`config.mk`:
```
export PLATFORM = sky130hd
export DESIGN_NAME = button_arbiter
export DESIGN_NICKNAME = d
export VERILOG_FILES = /design/src/rtl/calc_pkg.sv /design/src/rtl/button_debouncer.sv /design/src/rtl/button_arbiter.sv
export SDC_FILE = /design/constraint.sdc
export NUM_CORES = 1
export LEC_CHECK = 0
export CELL_PAD_IN_SITES_DETAIL_PLACEMENT = 1
export CELL_PAD_IN_SITES_GLOBAL_PLACEMENT = 1
export CORE_AREA = 2 2 142 144
export CTS_CLUSTER_SIZE = 8
export DETAILED_ROUTE_END_ITERATION = 10
export DIE_AREA = 0 0 144 146
export PLACE_DENSITY_LB_ADDON = 0.1
export SYNTH_ARGS = -nofsm -noshare
export SYNTH_HDL_FRONTEND = slang
export SYNTH_SLANG_ARGS = --single-unit
```
`constraint.sdc`:
```
create_clock -name clk_i -period 7.3 [get_ports clk_i]
set_clock_uncertainty 0.2 [all_clocks]
set_input_delay 0.73 -clock clk_i [delete_from_list [all_inputs] [get_ports clk_i]]
set_output_delay 0.73 -clock clk_i [all_outputs]
set_load 0.005 [all_outputs]
```
`src/rtl/calc_pkg.sv`:
```
// Shared calculator types: button vector layout, B_* key codes, arbiter state and grant priority.
// Bit i of buttons_t is button index i; num_0 is bit 0 and clear is the MSB.
package calc_pkg;

  typedef struct packed {
    logic clear;
    logic mem_recall;
    logic mem_clear;
    logic mem_sub;
    logic mem_add;
    logic op_percent;
    logic op_sqrt;
    logic op_div;
    logic op_mul;
    logic op_sub;
    logic op_add;
    logic op_eq;
    logic dot;
    logic num_9;
    logic num_8;
    logic num_7;
    logic num_6;
    logic num_5;
    logic num_4;
    logic num_3;
    logic num_2;
    logic num_1;
    logic num_0;
  } buttons_t;

  localparam int NumButtons = $bits(buttons_t);
  localparam int ButtonIdxW = $clog2(NumButtons);
  localparam int IdxClear   = 22;

  localparam logic [15:0] B_NONE       = 16'h0000;
  localparam logic [15:0] B_NUM_0      = 16'h0030;
  localparam logic [15:0] B_NUM_1      = 16'h0031;
  localparam logic [15:0] B_NUM_2      = 16'h0032;
  localparam logic [15:0] B_NUM_3      = 16'h0033;
  localparam logic [15:0] B_NUM_4      = 16'h0034;
  localparam logic [15:0] B_NUM_5      = 16'h0035;
  localparam logic [15:0] B_NUM_6      = 16'h0036;
  localparam logic [15:0] B_NUM_7      = 16'h0037;
  localparam logic [15:0] B_NUM_8      = 16'h0038;
  localparam logic [15:0] B_NUM_9      = 16'h0039;
  localparam logic [15:0] B_DOT        = 16'h002E;
  localparam logic [15:0] B_OP_EQ      = 16'h003D;
  localparam logic [15:0] B_OP_ADD     = 16'h002B;
  localparam logic [15:0] B_OP_SUB     = 16'h002D;
  localparam logic [15:0] B_OP_MUL     = 16'h002A;
  localparam logic [15:0] B_OP_DIV     = 16'h002F;
  localparam logic [15:0] B_OP_SQRT    = 16'h0072;
  localparam logic [15:0] B_OP_PERCENT = 16'h0025;
  localparam logic [15:0] B_MEM_ADD    = 16'h0101;
  localparam logic [15:0] B_MEM_SUB    = 16'h0102;
  localparam logic [15:0] B_MEM_CLEAR  = 16'h0103;
  localparam logic [15:0] B_MEM_RECALL = 16'h0104;
  localparam logic [15:0] B_CLEAR      = 16'h0043;

  typedef enum logic [1:0] {
    IDLE  = 2'd0,
    PRESS = 2'd1,
    GAP   = 2'd2
  } arb_state_e;

  // Button indices, highest priority first; digits run 1..9 then 0.
  localparam logic [ButtonIdxW-1:0] PrioOrder [NumButtons] = '{
    5'd22, 5'd21, 5'd20, 5'd19, 5'd18, 5'd17, 5'd16, 5'd15,
    5'd14, 5'd13, 5'd12, 5'd11, 5'd10,
    5'd1,  5'd2,  5'd3,  5'd4,  5'd5,  5'd6,  5'd7,  5'd8,  5'd9,
    5'd0
  };

  function automatic logic [15:0] button_code(input logic [ButtonIdxW-1:0] idx);
    logic [15:0] code;
    case (idx)
      5'd0:    code = B_NUM_0;
      5'd1:    code = B_NUM_1;
      5'd2:    code = B_NUM_2;
      5'd3:    code = B_NUM_3;
      5'd4:    code = B_NUM_4;
      5'd5:    code = B_NUM_5;
      5'd6:    code = B_NUM_6;
      5'd7:    code = B_NUM_7;
      5'd8:    code = B_NUM_8;
      5'd9:    code = B_NUM_9;
      5'd10:   code = B_DOT;
      5'd11:   code = B_OP_EQ;
      5'd12:   code = B_OP_ADD;
      5'd13:   code = B_OP_SUB;
      5'd14:   code = B_OP_MUL;
      5'd15:   code = B_OP_DIV;
      5'd16:   code = B_OP_SQRT;
      5'd17:   code = B_OP_PERCENT;
      5'd18:   code = B_MEM_ADD;
      5'd19:   code = B_MEM_SUB;
      5'd20:   code = B_MEM_CLEAR;
      5'd21:   code = B_MEM_RECALL;
      5'd22:   code = B_CLEAR;
      default: code = B_NONE;
    endcase
    return code;
  endfunction

endpackage

```
`src/rtl/button_debouncer.sv`:
```
// Debounces one raw button level; stable_o flips after DEBOUNCE_CYCLES consecutive differing samples.
// press_o pulses for one cycle, registered together with the 0->1 flip of stable_o; no backpressure.
module button_debouncer #(
  parameter int unsigned DEBOUNCE_CYCLES = 20
) (
  input  logic clk_i,
  input  logic rst_ni,
  input  logic raw_i,
  output logic stable_o,
  output logic press_o
);

  localparam int unsigned CntW = $clog2(DEBOUNCE_CYCLES + 1);
  localparam logic [CntW-1:0] CntLast = CntW'(DEBOUNCE_CYCLES - 1);

  logic            stable_q, stable_d;
  logic            press_q, press_d;
  logic [CntW-1:0] cnt_q, cnt_d;

  // Any sample matching the stable level restarts the run, so bounce never accumulates.
  always_comb begin
    stable_d = stable_q;
    press_d  = 1'b0;
    cnt_d    = '0;
    if (raw_i != stable_q) begin
      if (cnt_q == CntLast) begin
        stable_d = raw_i;
        press_d  = raw_i;
      end else begin
        cnt_d = cnt_q + 1'b1;
      end
    end
  end

  always_ff @(posedge clk_i or negedge rst_ni) begin
    if (!rst_ni) begin
      stable_q <= 1'b0;
      press_q  <= 1'b0;
      cnt_q    <= '0;
    end else begin
      stable_q <= stable_d;
      press_q  <= press_d;
      cnt_q    <= cnt_d;
    end
  end

  assign stable_o = stable_q;
  assign press_o  = press_q;

endmodule

```
`src/rtl/button_arbiter.sv`:
```
// Debounces all switches, queues each press as a pending bit and replays them one at a time as press/gap.
// Press reaches buttons_o DEBOUNCE_CYCLES+2 edges after the raw rise when idle; repeats while pending are dropped and flagged.
module button_arbiter
  import calc_pkg::*;
#(
  parameter int unsigned DEBOUNCE_CYCLES = 20,
  parameter int unsigned PRESS_CYCLES    = 2,
  parameter int unsigned GAP_CYCLES      = 2
) (
  input  logic        clk_i,
  input  logic        rst_ni,
  input  buttons_t    buttons_raw_i,
  output buttons_t    buttons_o,
  output logic [15:0] active_code_o,
  output logic        busy_o,
  output logic        dropped_o
);

  localparam int unsigned MaxCycles = (PRESS_CYCLES > GAP_CYCLES) ? PRESS_CYCLES : GAP_CYCLES;
  localparam int unsigned CntW      = $clog2(MaxCycles + 1);
  localparam logic [CntW-1:0] PressLast = CntW'(PRESS_CYCLES - 1);
  localparam logic [CntW-1:0] GapLast   = CntW'(GAP_CYCLES - 1);
  localparam logic [NumButtons-1:0] ClearOnly = NumButtons'(1) << IdxClear;

  logic [NumButtons-1:0] raw_vec;
  logic [NumButtons-1:0] press_vec;
  logic [NumButtons-1:0] unused_stable_vec;

  assign raw_vec = buttons_raw_i;

  for (genvar gi = 0; gi < NumButtons; gi++) begin : g_deb
    button_debouncer #(
      .DEBOUNCE_CYCLES(DEBOUNCE_CYCLES)
    ) u_deb (
      .clk_i   (clk_i),
      .rst_ni  (rst_ni),
      .raw_i   (raw_vec[gi]),
      .stable_o(unused_stable_vec[gi]),
      .press_o (press_vec[gi])
    );
  end

  arb_state_e            state_q, state_d;
  logic [CntW-1:0]       cnt_q, cnt_d;
  logic [NumButtons-1:0] pending_q, pending_d;
  logic [NumButtons-1:0] buttons_q, buttons_d;
  logic [15:0]           code_q, code_d;
  logic                  busy_q, busy_d;
  logic                  dropped_q, dropped_d;

  logic                  win_found;
  logic [ButtonIdxW-1:0] win_idx;
  logic [NumButtons-1:0] win_onehot;
  logic                  grant;
  logic [NumButtons-1:0] grant_mask;
  logic [NumButtons-1:0] dropped_vec;

  always_comb begin
    win_found = 1'b0;
    win_idx   = '0;
    for (int i = 0; i < NumButtons; i++) begin
      if (!win_found && pending_q[PrioOrder[i[ButtonIdxW-1:0]]]) begin
        win_found = 1'b1;
        win_idx   = PrioOrder[i[ButtonIdxW-1:0]];
      end
    end
    win_onehot = NumButtons'(1) << win_idx;
  end

  always_ff @(posedge clk_i or negedge rst_ni) begin
    if (!rst_ni) begin
      state_q   <= IDLE;
      cnt_q     <= '0;
      pending_q <= '0;
      buttons_q <= '0;
      code_q    <= B_NONE;
      busy_q    <= 1'b0;
      dropped_q <= 1'b0;
    end else begin
      state_q   <= state_d;
      cnt_q     <= cnt_d;
      pending_q <= pending_d;
      buttons_q <= buttons_d;
      code_q    <= code_d;
      busy_q    <= busy_d;
      dropped_q <= dropped_d;
    end
  end

  always_comb begin
    state_d = state_q;
    case (state_q)
      IDLE:    if (|pending_q)         state_d = PRESS;
      PRESS:   if (cnt_q == PressLast) state_d = GAP;
      GAP:     if (cnt_q == GapLast)   state_d = IDLE;
      default:                         state_d = IDLE;
    endcase
    // Counter restarts on every state change and rests at zero in IDLE.
    if ((state_d == state_q) && (state_q != IDLE)) begin
      cnt_d = cnt_q + 1'b1;
    end else begin
      cnt_d = '0;
    end
  end

  always_comb begin
    grant      = (state_q == IDLE) && (state_d == PRESS);
    grant_mask = grant ? win_onehot : '0;
    buttons_d  = buttons_q;
    code_d     = code_q;
    if (grant) begin
      buttons_d = win_onehot;
      code_d    = button_code(win_idx);
    end else if ((state_q == PRESS) && (state_d == GAP)) begin
      buttons_d = '0;
      code_d    = B_NONE;
    end

    // A new press of the button being granted re-queues it, so it is not a drop.
    dropped_vec = press_vec & pending_q & ~grant_mask;
    if (press_vec[IdxClear]) begin
      pending_d = ClearOnly;
      dropped_d = dropped_vec[IdxClear];
    end else begin
      pending_d = (pending_q & ~grant_mask) | press_vec;
      dropped_d = |dropped_vec;
    end

    busy_d = (state_d != IDLE);
  end

  assign buttons_o     = buttons_q;
  assign active_code_o = code_q;
  assign busy_o        = busy_q;
  assign dropped_o     = dropped_q;

endmodule

```
Yosys cells after proc, flatten, opt, wreduce, memory -nomap -nowiden

Memories as Yosys holds them, arrays and structs flattened.
Cells that the tools add are included.

Flip-flop bits (word level): 229
Memory bits (read-only): 256
Input bits: 25
Output and inout port bits: 41
Logic and storage cells: 384
Memories kept: 1

Memories:

| memory           | depth | width | rd ports | clocked after Yosys merged registers in | wr ports | line           | text |
|---|---|---|---|---|---|---|---|
| (name not given) | 32    | 8     | 1        | 0                                       | 0        | calc_pkg.sv:76 | `case (idx)` |

Add/sub/neg operators: 24
Equal/unequal tests: 52
Shift-type cells: 1
Muxes and demuxes: 149
Bitwise logic cells: 5
Reductions and logical operators: 76

Operators with widths:

| operator                                                              | number |
|---|---|
| 5-bit two-way mux                                                     | 69 |
| 5-bit by 1-bit adder with 5-bit output, second input constant         | 23 |
| 5-bit equality test, second input constant                            | 23 |
| 23-bit two-way mux                                                    | 4 |
| 23-bit bitwise AND                                                    | 3 |
| 1-bit two-way mux                                                     | 69 |
| 2-bit AND reduction                                                   | 23 |
| 23-bit OR reduction                                                   | 2 |
| 16-bit two-way mux                                                    | 2 |
| 1-bit logical AND                                                     | 25 |
| 1-bit != test                                                         | 23 |
| 23-bit NOT                                                            | 1 |
| 23-bit OR                                                             | 1 |
| 1-bit by 5-bit << shifter with 23-bit output, first input constant    | 1 |
| 1-bit logical NOT                                                     | 22 |
| 2-bit two-way mux                                                     | 4 |
| 2-bit by 1-bit equality test with 1-bit output, second input constant | 3 |
| 2-bit one-hot mux with 3 select lines                                 | 1 |
| 2-bit nonzero test                                                    | 3 |
| 2-bit equality test, second input constant                            | 2 |
| 2-bit by 1-bit adder with 2-bit output, second input constant         | 1 |
| 2-bit equality test                                                   | 1 |
| 2-bit logical NOT                                                     | 1 |

Logic depth before layout (Yosys ltp)

Depth in word-level cells: 73
Mapped depth: 15
Gate-level depth less buffers: 14

Modules after synthesis

From an unflattened synthesis, not the netlist that was laid out.

Cell total of the unflattened synthesis: 957
Area, all modules: 10821.6 um^2

Modules (own cells, without submodules):

| module           | instances | cells an instance | area an instance (um^2) | seq. area each (um^2) |
|---|---|---|---|---|
| button_debouncer | 23        | 27                | 336.6                   | 175.2 |
| button_arbiter   | 1         | 336               | 3080.5                  | 1501.4 |

Least setup slack after synthesis

No wires, ideal clock.

Path type: flip-flop to flip-flop
Start: register pending_q[15]
End: register dropped_q (netlist: dropped_o)
Library setup time: 0.142 ns
Arrival: 3.242 ns
Data required time: 6.958 ns
Path slack: 3.717 ns
Cell stages (with the launch flop): 13
Buffers on the path: 1
Clock period less this slack: 3.583 ns
Path through: dfrtp_1 -> nor4_4 -> nand4_4 -> or3_1 -> buf_2 -> o211ai_1 -> ha_1 -> nand2_1 -> o311a_1 -> a31o_1 -> a221o_1 -> nor4_2 -> a41oi_2

Longest elaborated chain between the ends: 53
Elaborated cells on any way between the ends: 74
Classes of those cells: eq/ne (1); shift (1); mux (35); bitwise (3); reduce/logical (34)

Ends and longest elaborated chain:

| element                                      | line                  | text |
|---|---|---|
| start, declared                              | button_arbiter.sv:45  | `logic [NumButtons-1:0] pending_q, pending_d;` |
| start signal, assigned                       | button_arbiter.sv:82  | `pending_q <= pending_d;` |
| 1-bit logical AND                            | button_arbiter.sv:62  | `if (!win_found && pending_q[PrioOrder[i[ButtonIdxW-1:0]]]) begin` |
| 1-bit two-way mux                            | button_arbiter.sv:62  |  |
| 1-bit logical NOT                            | button_arbiter.sv:62  |  |
| 1-bit logical AND                            | button_arbiter.sv:62  |  |
| 1-bit two-way mux                            | button_arbiter.sv:62  |  |
| 1-bit logical NOT                            | button_arbiter.sv:62  |  |
| 1-bit logical AND                            | button_arbiter.sv:62  |  |
| 1-bit two-way mux                            | button_arbiter.sv:62  |  |
| (+38 left out)                               | --                    |  |
| 5-bit two-way mux                            | button_arbiter.sv:62  |  |
| 1-bit by 5-bit << shifter with 23-bit output | button_arbiter.sv:67  | `win_onehot = NumButtons'(1) << win_idx;` |
| 23-bit two-way mux                           | button_arbiter.sv:108 | `grant_mask = grant ? win_onehot : '0;` |
| 23-bit NOT                                   | button_arbiter.sv:120 | `dropped_vec = press_vec & pending_q & ~grant_mask;` |
| 23-bit bitwise AND (*)                       | button_arbiter.sv:120 |  |
| 23-bit OR reduction                          | button_arbiter.sv:126 | `dropped_d = \|dropped_vec;` |
| 1-bit two-way mux (*)                        | button_arbiter.sv:121 | `if (press_vec[IdxClear]) begin` |
| via dropped_d                                | button_arbiter.sv:49  | `logic dropped_q, dropped_d;` |
| end signal, assigned                         | button_arbiter.sv:86  | `dropped_q <= dropped_d;` |
| end, declared                                | button_arbiter.sv:49  |  |

Mark *: on every way through the listed nets, which the timed path passes. The rest lies on a longest branch.
A chain may end at the register's enable or synchronous reset.

Final worst setup path

Start: register pending_q[22]
End: register dropped_q (netlist: dropped_o)

Longest elaborated chain between the ends: 73
Elaborated cells on any way between the ends: 101
Classes of those cells: eq/ne (1); shift (1); mux (49); bitwise (3); reduce/logical (47)

Ends and longest elaborated chain:

| element                                      | line |
|---|---|
| 1-bit two-way mux                            | button_arbiter.sv:62 |
| 1-bit logical NOT                            | button_arbiter.sv:62 |
| 1-bit logical AND                            | button_arbiter.sv:62 |
| 1-bit two-way mux                            | button_arbiter.sv:62 |
| 1-bit logical NOT                            | button_arbiter.sv:62 |
| 1-bit logical AND                            | button_arbiter.sv:62 |
| 1-bit two-way mux                            | button_arbiter.sv:62 |
| 1-bit logical NOT                            | button_arbiter.sv:62 |
| (+58 left out)                               | -- |
| 5-bit two-way mux                            | button_arbiter.sv:62 |
| 1-bit by 5-bit << shifter with 23-bit output | button_arbiter.sv:67 |
| 23-bit two-way mux                           | button_arbiter.sv:108 |
| 23-bit NOT                                   | button_arbiter.sv:120 |
| 23-bit bitwise AND (*)                       | button_arbiter.sv:120 |
| 23-bit OR reduction                          | button_arbiter.sv:126 |
| 1-bit two-way mux (*)                        | button_arbiter.sv:121 |
| via dropped_d                                | button_arbiter.sv:49 |

Marked as above.

==> qor.yml <==
cells_and_area:
  final_common_cell: "dfrtp_1"
  nets: 1033
  area_delta_synth_final_pct: 16.8
  fillCellCount: 2055
  mostFrequentLayoutCells: "dfrtp_1, nor2_1, nand3_1"
  postLayoutCoreUtil_pct: 59.3
  diodes: 0
  layout-drive-gt1-share_pct: 7.76
global_routing:
  grt_usage_pct: 23.0
  grt_pass1_wl_mm: 38.7
  antenna_found_initial: 0
  grt-ovfl-total: 0
  grt_start_max_net_pins: 80
  grt_pass1_vias: 7646
synth:
  synth_ff_type: "dfrtp_1"
  syn_area_um2: 9810
  synth.area.top_cells: "dfrtp_1, xor2_1, nor2_1"
  postSynthCellCount: 897
  yosys.area.top_type: "dfrtp_1"
  synth_seq_cells: 221
  syn_avg_cell_area_um2: 10.9
  yosysUniqueCellTypes: 64
  ys_seq_area_share_pct: 56.3
  yosysWarnings: 0
  synth_top_area_share_pct: 56.3
  async_flop_share_pct: 100
  synth_edf_count: 0
clock_tree:
  cts-resized-gates: 0
  insertion_delay_ns: 0.53
  numCtsBuffers: 31
  cts_htree_levels: 1
  cts_buffer_depth: 3
  cts.sinks: 221
  cts_tree: "done"
  clk_pin_slew_ns: 0.05
  root_buffer: "clkbuf_16"
  cts_setup_buffers: 0
critical_path:
  critical-path-top-delay-family: "simple AND/OR/NAND/NOR gates"
  required_ns: 7.49
  startpoint_type: "flip-flop"
  crit_buf_inv: 0
  path_class: "flip-flop to flip-flop"
  worst_r2r_startpoint: "pending_q[22]"
  critPathSlowestCell: "nor3_2"
  critical_path.max_fanout: 12
  crit_top_cell: "o211ai_1"
  critPathArrivalTime_ns: 4.69
  startpoint: "pending_q[22]"
  endpoint_kind: "flip-flop"
  cpPeakStageDelay_ns: 0.77
  crit_chain: "nor3_2 > nand4_4 > or3_1 > o211ai_1 > ha_1 > nor3b_1 > nand2_1 > nand3_1 > and3_1 > o211ai_1 > nor4_2 > a41oi_2"
drt:
  routed_wl_mm: 23.3
  drc: 0
  initialDrtViolationCount: 260
  via_count: 6876
  routed_via_density: 5.53
  first_pass_iters: 4
  route.antenna.remaining_nets: 0
  wl_per_cell_um: 18.7
job:
  maxCapViolCount: 0
timing:
  slew_headroom_pct: 28.1
  min_period_ns: 4.50
  maxSlewViolCount: 0
  rsz0062_at_grt: "false"
  setup_viol: 0
  finalCritPeriodShare_pct: 61.6
  hold_viol: 0
  worst_slew_pin_slew_ns: 1.08
  finalSetupTns_ns: 0
  max_freq_mhz: 222
floorplan:
  ioPinCount: 66
  die_w_um: 144
  row_count: 51
  start_util_pct: 50.8
  die_area_um2: 21000
  core_um2: 19300
  die_h_um: 146
placement:
  numPortBuffers: 57
  hpwl_mm: 16.4
  gp_congestion: 0.895
power_and_ir_drop:
  powerDensity_nw_per_um2: 407
  leakagePower_uw: 0.00527
  irDropWorstVdd_mv: 0.247
worst_hold_path:
  hold_class: "flip-flop to flip-flop"
  hp-start: "cnt_q[0]"
status:
  run_status: "finished, final reports clean"
==> stage by stage <==
stage               setup WS, ns  std cells  cell area, um^2  hold slack [ns]  power [uW]
finish                      2.80       1244            11500            0.241        4670
CTS                         2.78       1244            11500            0.247        4680
detailed placement          2.82       1208            10700            0.238        3420
global route                2.50       1244            11500            0.249        4950
floorplan                   3.72        904             9840            0.208        2770
global placement            2.89       1208            10700            0.220        3380
==> what timing repair did <==
item	in CTS	in global routing
endpoints found under the setup margin	0	0
hold buffers	1	0
endpoints found under the hold margin	70	0
==> where the power goes <==
part	leakage, uW	switching, uW	internal (uW)
Sequential	0.00294	196	1420
Clock	0.000390	479	743
Combinational	0.00193	1190	644
==> cell type report <==
class	count	area (um^2)	share of cell area, %
repair buffers	62	616	5.37
clock buffers	34	787	6.86
multi-input cells	646	4140	36.1
inverters	15	56.3	0.491
clock inverters	1	8.76	0.0764
flip-flops and latches	221	5530	48.2
well taps	265	332	2.89
==> metal layers <==
layer	track usage (%)	share of wire (%)	wire length [um]	up-vias
li1	-	-	-	3210
met5	0	0	0	-
met3	3.72	4.2	983	27
met1	30.0	44	10200	3492
met2	39.8	50	11700	147
met4	6.57	2.0	457	0
==> sequential cells by signal, summed over array words and instances, names as in the netlist, 2 cells and up <==
| name | count |
|---|---|
| active_code_o | 8 |
| buttons_o | 23 |
| cnt_q | 2 |
| g_deb.u_deb.cnt_q | 115 |
| g_deb.u_deb.press_o | 23 |
| g_deb.u_deb.stable_o | 23 |
| pending_q | 23 |
| state_q | 2 |
==> Yosys cell counts, types with 2 or more instances <==
library cell	n
dfrtp_1	221
nor2_1	134
nand3_1	80
nand2_1	77
xor2_1	60
xnor2_1	33
ha_1	31
a21oi_1	29
nor3b_1	25
and2_1	23
mux2_2	23
and3_1	16
o21ai_0	16
inv_1	13
buf_4	8
clkbuf_1	8
a22o_1	6
a21o_1	5
buf_2	5
nor3_1	5
o211ai_1	5
or3_1	5
a211oi_1	4
a32o_1	4
a22oi_1	3
a31oi_1	3
nand4b_1	3
nor2b_1	3
nor4_4	3
a211o_1	2
a21boi_0	2
a221o_1	2
a31o_1	2
a32oi_1	2
inv_2	2
nand4_1	2
o211a_1	2
o21bai_1	2
o31ai_1	2
or4_1	2
==> worst paths after layout <==
kind / to / slack (ns) / depth (start not counted)
setup / recovery: dropped_o / 2.80 / 12
hold / removal: cnt_q[0] / 0.24 / 1
setup reg to reg: dropped_o / 2.80 / 12
hold reg to reg: cnt_q[0] / 0.24 / 1
max in group asynchronous: g_deb[9].u_deb.cnt_q[2] / 4.95 / 3
min in group asynchronous: g_deb[10].u_deb.cnt_q[4] / 0.55 / 2
==> kinds of logic (layout without fill, tap and decap cells) <==
kind of cell             Yosys count  after routing  synth area share (%)
multiplexers                      24             24                  2.74
adder cells (fa/ha/maj)           31             31                  3.95
XOR/XNOR                          93             93                  8.30
flip-flops                       221            221                  56.3
AO/OA/AOI/OAI                    100            100                  7.09
other                              1              8                0.0382
buffers and inverters             37            112                  1.78
AND/OR/NAND/NOR                  390            390                  19.7
(Power assumes the default switching activity.)
